**config.mk**
```make
export PLATFORM = sky130hd
export DESIGN_NAME = issue_scoreboard
export DESIGN_NICKNAME = d
export VERILOG_FILES = /design/src/rtl/issue_scoreboard.sv
export SDC_FILE = /design/constraint.sdc
export NUM_CORES = 1
export LEC_CHECK = 0
export BUFFER_PORTS_ARGS = -buffer_cell sky130_fd_sc_hd__buf_2
export CAP_MARGIN = 20
export CORE_MARGIN = 3
export CORE_UTILIZATION = 45
export CTS_CLUSTER_DIAMETER = 200
export CTS_CLUSTER_SIZE = 24
export DETAILED_ROUTE_END_ITERATION = 10
export REMOVE_ABC_BUFFERS = 1
export SYNTH_ARGS = -nofsm -noshare
export SYNTH_HDL_FRONTEND = slang
export SYNTH_SLANG_ARGS = --single-unit
```
**constraint.sdc**
```tcl
create_clock -name clk -period 10.4 [get_ports clk]
set_clock_uncertainty 0.1 [all_clocks]
set_input_delay 2.08 -clock clk [delete_from_list [all_inputs] [get_ports clk]]
set_output_delay 2.08 -clock clk [all_outputs]
set_load 0.01 [all_outputs]
```
**src/rtl/issue_scoreboard.sv**
```systemverilog
`default_nettype none
// ============================================================================
// issue_scoreboard: dual-issue register scoreboard, hazard stall generation
// and sticky slot-0 stall-timeout detection.
// Optional feature macro: ISSUE_SCB_WB_BYPASS_EN (same-cycle writeback masks RAW).
// Revision: 1.0
// ============================================================================
module issue_scoreboard #(
    parameter int STALL_TIMEOUT = 1024,
    parameter int NUM_UNITS     = 6
) (
    input  logic                 clk,
    input  logic                 rst_n,
    input  logic                 flush_i,
    input  logic                 inst0_valid_i,
    input  logic                 inst0_rs1_valid_i,
    input  logic                 inst0_rs2_valid_i,
    input  logic                 inst0_rs3_valid_i,
    input  logic [4:0]           inst0_rs1_i,
    input  logic [4:0]           inst0_rs2_i,
    input  logic [4:0]           inst0_rs3_i,
    input  logic [2:0]           inst0_src_fp_i,
    input  logic [1:0]           inst0_rd_type_i,
    input  logic [4:0]           inst0_rd_i,
    input  logic [NUM_UNITS-1:0] inst0_exe_unit_i,
    input  logic                 inst1_valid_i,
    input  logic                 inst1_rs1_valid_i,
    input  logic                 inst1_rs2_valid_i,
    input  logic                 inst1_rs3_valid_i,
    input  logic [4:0]           inst1_rs1_i,
    input  logic [4:0]           inst1_rs2_i,
    input  logic [4:0]           inst1_rs3_i,
    input  logic [2:0]           inst1_src_fp_i,
    input  logic [1:0]           inst1_rd_type_i,
    input  logic [4:0]           inst1_rd_i,
    input  logic [NUM_UNITS-1:0] inst1_exe_unit_i,
    input  logic [NUM_UNITS-1:0] unit_busy_i,
    input  logic                 wb0_valid_i,
    input  logic [1:0]           wb0_rd_type_i,
    input  logic [4:0]           wb0_rd_i,
    input  logic                 wb1_valid_i,
    input  logic [1:0]           wb1_rd_type_i,
    input  logic [4:0]           wb1_rd_i,
    output logic                 stall_inst0_o,
    output logic                 stall_inst1_o,
    output logic                 issue_inst0_o,
    output logic                 issue_inst1_o,
    output logic                 deadlock_o
);

    localparam int              CNT_W    = $clog2(STALL_TIMEOUT + 1);
    localparam logic [CNT_W-1:0] CNT_MAX  = CNT_W'(STALL_TIMEOUT);
    localparam logic [CNT_W-1:0] CNT_LAST = CNT_W'(STALL_TIMEOUT - 1);

    logic [31:1]      pend_int;
    logic [31:0]      pend_fp;
    logic [CNT_W-1:0] stall_cnt;

    logic [31:0] pend_int_all, raw_int, raw_fp;
    logic [31:0] wb_int_vec, wb_fp_vec, set_int, set_fp;
    logic        rd0_int, rd0_fp, rd1_int, rd1_fp;
    logic        h0, h1, intra;
    logic        unused;

    function automatic logic [31:0] onehot(input logic en, input logic [4:0] idx);
        onehot = en ? (32'd1 << idx) : 32'd0;
    endfunction

    function automatic logic src_haz(input logic v, input logic [4:0] idx, input logic fp,
                                     input logic [31:0] pi, input logic [31:0] pf);
        src_haz = v && (fp ? pf[idx] : pi[idx]);
    endfunction

    // Slot-1 source against slot-0 destination of the same register file.
    function automatic logic pair_match(input logic v, input logic [4:0] idx, input logic fp,
                                        input logic [4:0] rd, input logic d_int, input logic d_fp);
        pair_match = v && (idx == rd) && (fp ? d_fp : d_int);
    endfunction

    assign unused       = &{1'b0, inst0_src_fp_i[2], inst1_src_fp_i[2]};
    assign pend_int_all = {pend_int, 1'b0};

    assign rd0_int = (inst0_rd_type_i == 2'b01) && (inst0_rd_i != 5'd0);
    assign rd0_fp  = (inst0_rd_type_i == 2'b10);
    assign rd1_int = (inst1_rd_type_i == 2'b01) && (inst1_rd_i != 5'd0);
    assign rd1_fp  = (inst1_rd_type_i == 2'b10);

    assign wb_int_vec = onehot(wb0_valid_i && wb0_rd_type_i == 2'b01 && wb0_rd_i != 5'd0, wb0_rd_i)
                      | onehot(wb1_valid_i && wb1_rd_type_i == 2'b01 && wb1_rd_i != 5'd0, wb1_rd_i);
    assign wb_fp_vec  = onehot(wb0_valid_i && wb0_rd_type_i == 2'b10, wb0_rd_i)
                      | onehot(wb1_valid_i && wb1_rd_type_i == 2'b10, wb1_rd_i);

`ifdef ISSUE_SCB_WB_BYPASS_EN
    assign raw_int = pend_int_all & ~wb_int_vec;
    assign raw_fp  = pend_fp & ~wb_fp_vec;
`else
    assign raw_int = pend_int_all;
    assign raw_fp  = pend_fp;
`endif

    always_comb begin
        h0 = src_haz(inst0_rs1_valid_i, inst0_rs1_i, inst0_src_fp_i[0], raw_int, raw_fp)
           | src_haz(inst0_rs2_valid_i, inst0_rs2_i, inst0_src_fp_i[1], raw_int, raw_fp)
           | src_haz(inst0_rs3_valid_i, inst0_rs3_i, 1'b1, raw_int, raw_fp)
           | (rd0_int && pend_int_all[inst0_rd_i])
           | (rd0_fp && pend_fp[inst0_rd_i])
           | (|(inst0_exe_unit_i & unit_busy_i));

        intra = pair_match(inst1_rs1_valid_i, inst1_rs1_i, inst1_src_fp_i[0], inst0_rd_i, rd0_int, rd0_fp)
              | pair_match(inst1_rs2_valid_i, inst1_rs2_i, inst1_src_fp_i[1], inst0_rd_i, rd0_int, rd0_fp)
              | pair_match(inst1_rs3_valid_i, inst1_rs3_i, 1'b1, inst0_rd_i, rd0_int, rd0_fp)
              | ((inst1_rd_i == inst0_rd_i) && ((rd1_int && rd0_int) || (rd1_fp && rd0_fp)))
              | (|(inst0_exe_unit_i & inst1_exe_unit_i));

        h1 = src_haz(inst1_rs1_valid_i, inst1_rs1_i, inst1_src_fp_i[0], raw_int, raw_fp)
           | src_haz(inst1_rs2_valid_i, inst1_rs2_i, inst1_src_fp_i[1], raw_int, raw_fp)
           | src_haz(inst1_rs3_valid_i, inst1_rs3_i, 1'b1, raw_int, raw_fp)
           | (rd1_int && pend_int_all[inst1_rd_i])
           | (rd1_fp && pend_fp[inst1_rd_i])
           | (|(inst1_exe_unit_i & unit_busy_i))
           | (inst0_valid_i && intra);
    end

    assign stall_inst0_o = inst0_valid_i && h0 && !flush_i;
    assign stall_inst1_o = inst1_valid_i && (h1 || stall_inst0_o) && !flush_i;
    assign issue_inst0_o = inst0_valid_i && !stall_inst0_o && !flush_i;
    assign issue_inst1_o = inst1_valid_i && !stall_inst1_o && !flush_i;

    assign set_int = onehot(issue_inst0_o && rd0_int, inst0_rd_i) | onehot(issue_inst1_o && rd1_int, inst1_rd_i);
    assign set_fp  = onehot(issue_inst0_o && rd0_fp, inst0_rd_i)  | onehot(issue_inst1_o && rd1_fp, inst1_rd_i);

    always_ff @(posedge clk or negedge rst_n) begin
        if (!rst_n) begin
            pend_int   <= '0;
            pend_fp    <= '0;
            stall_cnt  <= '0;
            deadlock_o <= 1'b0;
        end else if (flush_i) begin
            pend_int   <= '0;
            pend_fp    <= '0;
            stall_cnt  <= '0;
            deadlock_o <= 1'b0;
        end else begin
            // Set is OR-ed after the clear so an issuing producer wins.
            pend_int <= (pend_int & ~wb_int_vec[31:1]) | set_int[31:1];
            pend_fp  <= (pend_fp & ~wb_fp_vec) | set_fp;
            if (stall_inst0_o) begin
                if (stall_cnt != CNT_MAX) stall_cnt <= stall_cnt + 1'b1;
                if (stall_cnt == CNT_LAST) deadlock_o <= 1'b1;
            end else begin
                stall_cnt <= '0;
            end
        end
    end

endmodule
`default_nettype wire

```
==> reports/summary.md, run 1 <==
Status
- **outcome** finished clean

STA
- **slew at the pin with the worst max-slew slack** 1.09 ns
- **final worst setup slack** 2.57 ns
- **final hold violation count** 0
- **Slew Limit Headroom** 27.0%
- **crit share post-route** 75.3%
- **fmax** 128 MHz
- **post-route worst hold slack** 0.457 ns
- **TNS Setup** 0 ns
- **post-route minimum period** 7.83 ns
- **unrepaired setup endpoints after global routing** false
- **setup violators final** 0
- **final slew viol count** 0

Detailed routing
- **detailed-routed wire length on met3** 5.36 mm
- **uppermost routed layer** met4
- **total iterations of the first detailed-routing run** 5
- **average routed wire per standard cell** 30.0 um
- **sum of routed wire segments on met1** 14.4 mm
- **drt initial violations** 1184
- **wirelength, routed** 38.7 mm
- **Via Count** 9707
- **met2 WL post-DR** 16.6 mm
- **DR vias/cell** 7.52
- **DRC violations left** 0
- **count of antenna-violating nets left after detailed routing** 0

Cells and area
- **utilization after layout** 50.6%
- **number of inserted diodes** 0
- **fraction of final layout cells with drive strength greater than 1** 23.7%
- **number of nets at the end of the flow** 1117
- **fin cells** 1290
- **post-route standard cell area excluding fillers** 9970 um^2
- **Layout Area Growth over Synthesis** 8.90%

Power
- **Design Power** 824 uW
- **Max rail drop VDD** 0.0861 mV
- **Power per Cell Area** 82.6 nW/um^2
- **leakage power figure** 3.51 nW

Synth
- **post-synthesis mux area share** 29.6%
- **post-synthesis share of cell area spent on and, or, nand and nor gates** 21.7%
- **number of register bits inferred by synthesis** 75
- **area share of fa/ha/maj cells after synthesis** 0.273%
- **XOR/XNOR share of the synthesized area** 2.87%
- **synthesized area per cell** 9.16 um^2
- **count of synthesis-stage warnings from yosys** 0
- **main combinational cell family by area after synthesis** multiplexers
- **number of enable flip-flop cells after synthesis** 0
- **share of the synthesized area in compound gates (AO/OA/AOI/OAI)** 19.6%
- **async set or reset register ratio after synthesis** 100%
- **area of the mapped netlist** 9160 um^2
- **number of unique standard cell types used by synthesis** 67
- **portion of the post-synthesis area used by sequential elements** 20.5%
- **leading register cell type out of synthesis** dfrtp_1
- **number of cells produced by synthesis** 1000

CTS
- **total number of clock tree sinks** 75
- **CTS tree** built
- **number of buffers created by CTS** 9
- **number of gates resized after CTS** 0
- **Max H-tree Level** 3
- **latest clock arrival within the worst-skew pair** 0.35 ns
- **Root Driver** clkbuf_16
- **hold buffers post-CTS** 0
- **Max clock buf depth** 2
- **clock slew at reported path FFs** 0.06 ns
- **Post-CTS Setup Bufs** 0

Worst setup path
- **cells along the critical path** buf_2, buf_4, inv_1, nor2_1, buf_6, o311ai_1, o211ai_1, o31ai_4, and3_1, buf_2
- **reg-to-reg critical path endpoint** pend_fp[27]$_DFF_PN0_
- **type of origin of the critical path** primary input
- **path depth of the worst reg2reg path** 8
- **critical path arrival** 5.65 ns
- **Critical path buffers and inverters** 5
- **setup slack of the worst register-to-register path** 5.74 ns
- **worst reg2reg path startpoint** pend_fp[11]$_DFF_PN0_
- **most prevalent standard cell on the critical path** buf_2
- **total number of cells along the worst setup path** 10
- **slowest cell on the critical path** o31ai_4
- **crit path kind** in2out
- **kind of cell adding the most delay to the critical path** buffers and inverters
- **capture point of the critical path** issue_inst1_o
- **Critical Path Max Stage Delay** 0.74 ns
- **largest fanout on the critical path** 36
- **start point of the critical path** inst0_rd_i[4]
- **worst path required time** 8.22 ns
- **CP endpoint kind** output port

Floorplan
- **I/O pin count** 100
- **Die Footprint** 22100 um^2
- **initial standard-cell utilization of the core** 46.4%
- **CORE AREA** 19700 um^2
- **Chip Width** 149 um
- **Core Rows** 51
- **Vert. Die Dim** 149 um

Global routing
- **All-Layer GR Usage** 34.3%
- **first-pass GRT wire length** 57.0 mm
- **number of antenna violations at the first check in global routing** 0
- **leftover overflow at the end of global routing** 0
- **vias in the first global route** 8913
- **largest net degree at the start of global routing** 76

Placed design
- **half-perimeter wire length after detailed placement** 26.6 mm
- **last weighted congestion value of the routability-driven placer** 0.974
- **minimum setup slack after placement** 2.63 ns
- **quantity of I/O buffers inserted on ports** 97
- **number of cells in the design after placement** 1273
- **post-detailed-placement cell area** 9630 um^2

Min path
- **class of the tightest hold or removal check** reg2reg

Run
- **max cap viols** 0

[cell families after synthesis]
kind of cell,count (synthesis)
mux,151
compound gates,248
fa+ha+maj,2
simple gates,372
buf+inv,122
flops,75
xor+xnor,30
[report_power, final]
part	switching, mW	internal, mW	total (mW)
registers	0.00114	0.292	0.293
clock network	0.133	0.217	0.350
logic	0.121	0.0596	0.181
[worst register-to-register path, cell delays in order, from the launching register on]
cell and delay [ns]:
dfrtp_1 0.63, mux4_2 0.57, o32ai_1 0.30, mux2i_1 0.13, a21oi_1 0.16, o311ai_1 0.27, o31ai_4 0.80, nand4_1 1.05
o211ai_1 0.54
[layout make-up]
type	count	area, um^2
fillers	1916	9750
multi-input cells	803	6790
flip-flops and latches	75	1880
repair buffers	104	544
well taps	265	332
clock buffers	10	239
inverters	27	101
clock inverters	6	88.8
[Yosys cell counts (14+ instances only)]
| cell type | count | area [um^2] |
|---|---|---|
| a31oi_1 | 14 | 87.6 |
| o22ai_1 | 24 | 150 |
| clkbuf_1 | 57 | 214 |
| nor4_1 | 14 | 87.6 |
| inv_1 | 27 | 101 |
| mux4_2 | 95 | 2140 |
| nor3b_1 | 22 | 165 |
| dfrtp_1 | 75 | 1880 |
| nand2_1 | 69 | 259 |
| a41oi_1 | 20 | 175 |
| mux2i_1 | 45 | 450 |
| nor2_1 | 71 | 267 |
| nor3_1 | 20 | 100 |
| buf_2 | 30 | 150 |
| o211ai_1 | 21 | 158 |
| xor2_1 | 24 | 210 |
| o21ai_0 | 23 | 115 |
| nor2b_1 | 25 | 156 |
| a21oi_1 | 29 | 145 |
| o2111ai_1 | 18 | 158 |
| nand2b_1 | 21 | 131 |
| nand3_1 | 44 | 220 |
| nand4_1 | 27 | 169 |
| o21ai_1 | 19 | 95.1 |
[per-layer routing]
metal	GRT usage, %	up-vias
li1	-	4043
met1	46.7	4687
met2	50.2	808
met3	9.60	169
met4	17.5	0
met5	0	-
[registers in the layout (all words and copies together), names as in the netlist]
signal and count:
pend_int 31, pend_fp 32, deadlock_o 1, stall_cnt 11
[worst min path at each step]
stage                               from                endpoint  cells past startpoint
3_3_place_gp      deadlock_o$_DFFE_PN0P_  deadlock_o$_DFFE_PN0P_                      2
4_1_cts           deadlock_o$_DFFE_PN0P_  deadlock_o$_DFFE_PN0P_                      2
5_1_grt           deadlock_o$_DFFE_PN0P_  deadlock_o$_DFFE_PN0P_                      2
6_report          deadlock_o$_DFFE_PN0P_  deadlock_o$_DFFE_PN0P_                      2
3_5_place_dp      deadlock_o$_DFFE_PN0P_  deadlock_o$_DFFE_PN0P_                      2
2_1_floorplan  stall_cnt[10]$_DFFE_PN0P_  deadlock_o$_DFFE_PN0P_                      1
[placed cells by master (no fill, tap or decap), types with 27 or more instances in the layout]
cell     Yosys  layout
buf_2       30      96
mux4_2      95      95
dfrtp_1     75      75
nor2_1      71      71
nand2_1     69      69
mux2i_1     45      45
nand3_1     44      44
a21oi_1     29      29
nand4_1     27      27
inv_1       27      27
No activity file was read; power rests on OpenSTA's default activity.
==> run 2: changes to the inputs <==
Settings changed: PLACE_DENSITY from default to 0.66.
Clock period 10.4 ns to 6.7 ns, I/O delays scaled along.
==> run 2 against run 1 <==
  * Sequential power up 55%
  * Combinational power up 57%
  * Final area up 0.16%
  * Clock power up 49%
  * Via count up 0.94%
==> reports/summary.md, run 2 (synthesized netlist as in run 1, its figures left out) <==
Status
- **outcome** finished clean

Detailed routing
- **Via Count** 9798
- **average routed wire per standard cell** 29.1 um
- **wirelength, routed** 37.6 mm
- **count of antenna-violating nets left after detailed routing** 0
- **drt initial violations** 1504
- **DRC violations left** 0
- **total iterations of the first detailed-routing run** 6
- **DR vias/cell** 7.57

Run
- **max cap viols** 0

Worst setup path
- **path depth of the worst reg2reg path** 9
- **reg-to-reg critical path endpoint** pend_int[28]$_DFF_PN0_
- **type of origin of the critical path** primary input
- **cells along the critical path** buf_2, mux4_2, mux2_2, or3_1, o311ai_1, o211ai_1, nor4b_2, buf_2
- **Critical Path Max Stage Delay** 0.67 ns
- **kind of cell adding the most delay to the critical path** simple AND/OR/NAND/NOR gates
- **most prevalent standard cell on the critical path** buf_2
- **critical path arrival** 4.40 ns
- **slowest cell on the critical path** nor4b_2
- **largest fanout on the critical path** 21
- **total number of cells along the worst setup path** 8
- **crit path kind** in2out
- **Critical path buffers and inverters** 2
- **worst path required time** 5.26 ns
- **worst reg2reg path startpoint** pend_fp[10]$_DFF_PN0_
- **CP endpoint kind** output port
- **setup slack of the worst register-to-register path** 2.40 ns

CTS
- **total number of clock tree sinks** 75
- **Post-CTS Setup Bufs** 0
- **number of buffers created by CTS** 9
- **Root Driver** clkbuf_16
- **clock slew at reported path FFs** 0.06 ns
- **hold buffers post-CTS** 0
- **latest clock arrival within the worst-skew pair** 0.34 ns
- **Max clock buf depth** 2
- **number of gates resized after CTS** 0
- **CTS tree** built
- **Max H-tree Level** 3

STA
- **final slew viol count** 0
- **unrepaired setup endpoints after global routing** false
- **TNS Setup** 0 ns
- **fmax** 171 MHz
- **crit share post-route** 87.2%
- **post-route minimum period** 5.84 ns
- **final hold violation count** 0
- **setup violators final** 0
- **Slew Limit Headroom** 34.9%
- **slew at the pin with the worst max-slew slack** 0.976 ns

Global routing
- **vias in the first global route** 9139
- **number of antenna violations at the first check in global routing** 0
- **All-Layer GR Usage** 33.5%
- **leftover overflow at the end of global routing** 0
- **largest net degree at the start of global routing** 76
- **first-pass GRT wire length** 56.0 mm

Min path
- **worst min-delay path endpoint** deadlock_o$_DFFE_PN0P_
- **Worst Hold Path Cells** 2
- **class of the tightest hold or removal check** reg2reg
- **Worst Min Path Start** deadlock_o$_DFFE_PN0P_

Power
- **Switching Share** 30.7%
- **Internal Dissipation** 873 uW
- **Power per Cell Area** 126 nW/um^2
- **Flop pwr share** 36.2%
- **power spent charging and discharging nets** 386 uW
- **Max rail drop VDD** 0.128 mV
- **clock group share of total power** 41.3%
- **leakage power figure** 3.53 nW
- **combinational power share** 22.6%

Cells and area
- **max reg flops** 32
- **number of nets at the end of the flow** 1121
- **number of inserted diodes** 0
- **registers with the most flip-flops** pend_fp x32, pend_int x31, stall_cnt x11
- **fraction of final layout cells with drive strength greater than 1** 24.0%
- **most common cell after layout, fill and taps aside** buf_2
- **most frequent cells in the layout** 96 x buf_2, 95 x mux4_2, 75 x dfrtp_1, 71 x nor2_1, 69 x nand2_1
- **Layout Area Growth over Synthesis** 9.07%
- **register with the most flip-flops** pend_fp
- **fin cells** 1294

Placed design
- **quantity of I/O buffers inserted on ports** 97
- **last weighted congestion value of the routability-driven placer** 1.02
- **number of cells in the design after placement** 1278
- **half-perimeter wire length after detailed placement** 27.2 mm

Floorplan
- **I/O pin count** 100
- **Core Rows** 51
- **Vert. Die Dim** 149 um
- **initial standard-cell utilization of the core** 46.4%
- **Chip Width** 149 um
- **Die Footprint** 22100 um^2
- **CORE AREA** 19700 um^2

## run 2: changes by cell type in the layout (fill, tap and decap cells not counted)
| cell | delta |
|---|---|
| clkinv_2 | +2 |
| buf_6 | -1 |
| clkbuf_8 | -1 |
| clkinvlp_4 | -2 |
| clkinv_4 | +1 |
| buf_4 | +5 |
## run 2: worst max-delay path by stage
stage                          endpoint          start
final                     issue_inst0_o  inst0_rd_i[0]
after global routing      issue_inst0_o  inst0_rd_i[0]
after CTS                 issue_inst0_o  inst0_rd_i[0]
after detailed placement  issue_inst0_o  inst0_rd_i[0]
after global placement    issue_inst0_o  inst0_rd_i[0]
after floorplan           issue_inst0_o  inst0_rd_i[0]
## run 2: worst min-delay path: stages, from the launching register on
cell and delay (ns):
dfrtp_1 0.33, inv_1 0.04, o32ai_1 0.11
## run 2: cell type report
type | count | area [um^2]
clock buffer | 9 | 225
tap | 265 | 332
clock inverter | 7 | 92.6
multi-input combinational | 803 | 6790
timing repair buffer | 108 | 571
sequential | 75 | 1880
fill | 1841 | 9730
inverter | 27 | 101
## run 2: power groups by stage
stage          registers, mW  clock network (mW)  logic, mW
2_1_floorplan          0.463                   0      0.123
3_3_place_gp           0.464                   0      0.275
3_5_place_dp           0.464                   0      0.277
4_1_cts                0.455               0.526      0.277
5_1_grt                0.455               0.545      0.303
6_report               0.455               0.520      0.284
## run 2: through the flow
step	hold slack [ns]	setup WS (ns)	area, um^2	utilization [%]	total power [mW]
finish	0.433	0.855	9990	50.7	1.26
global route	0.451	0.777	9990	50.7	1.30
CTS	0.436	0.959	9990	50.7	1.26
detailed placement	0.425	0.971	9670	49.0	0.740
global placement	0.423	1.00	9670	49.0	0.738
floorplan	0.388	-2.37	8760	-	0.586
## run 2: routing by layer
metal	global-route usage, %	part of all wire [%]	vias up	routed length [um]
li1	-	-	4051	-
met1	45.3	37	4731	13800
met2	51.1	44	833	16500
met3	7.46	13	183	5010
met4	16.0	6.1	0	2310
met5	0	0	-	0
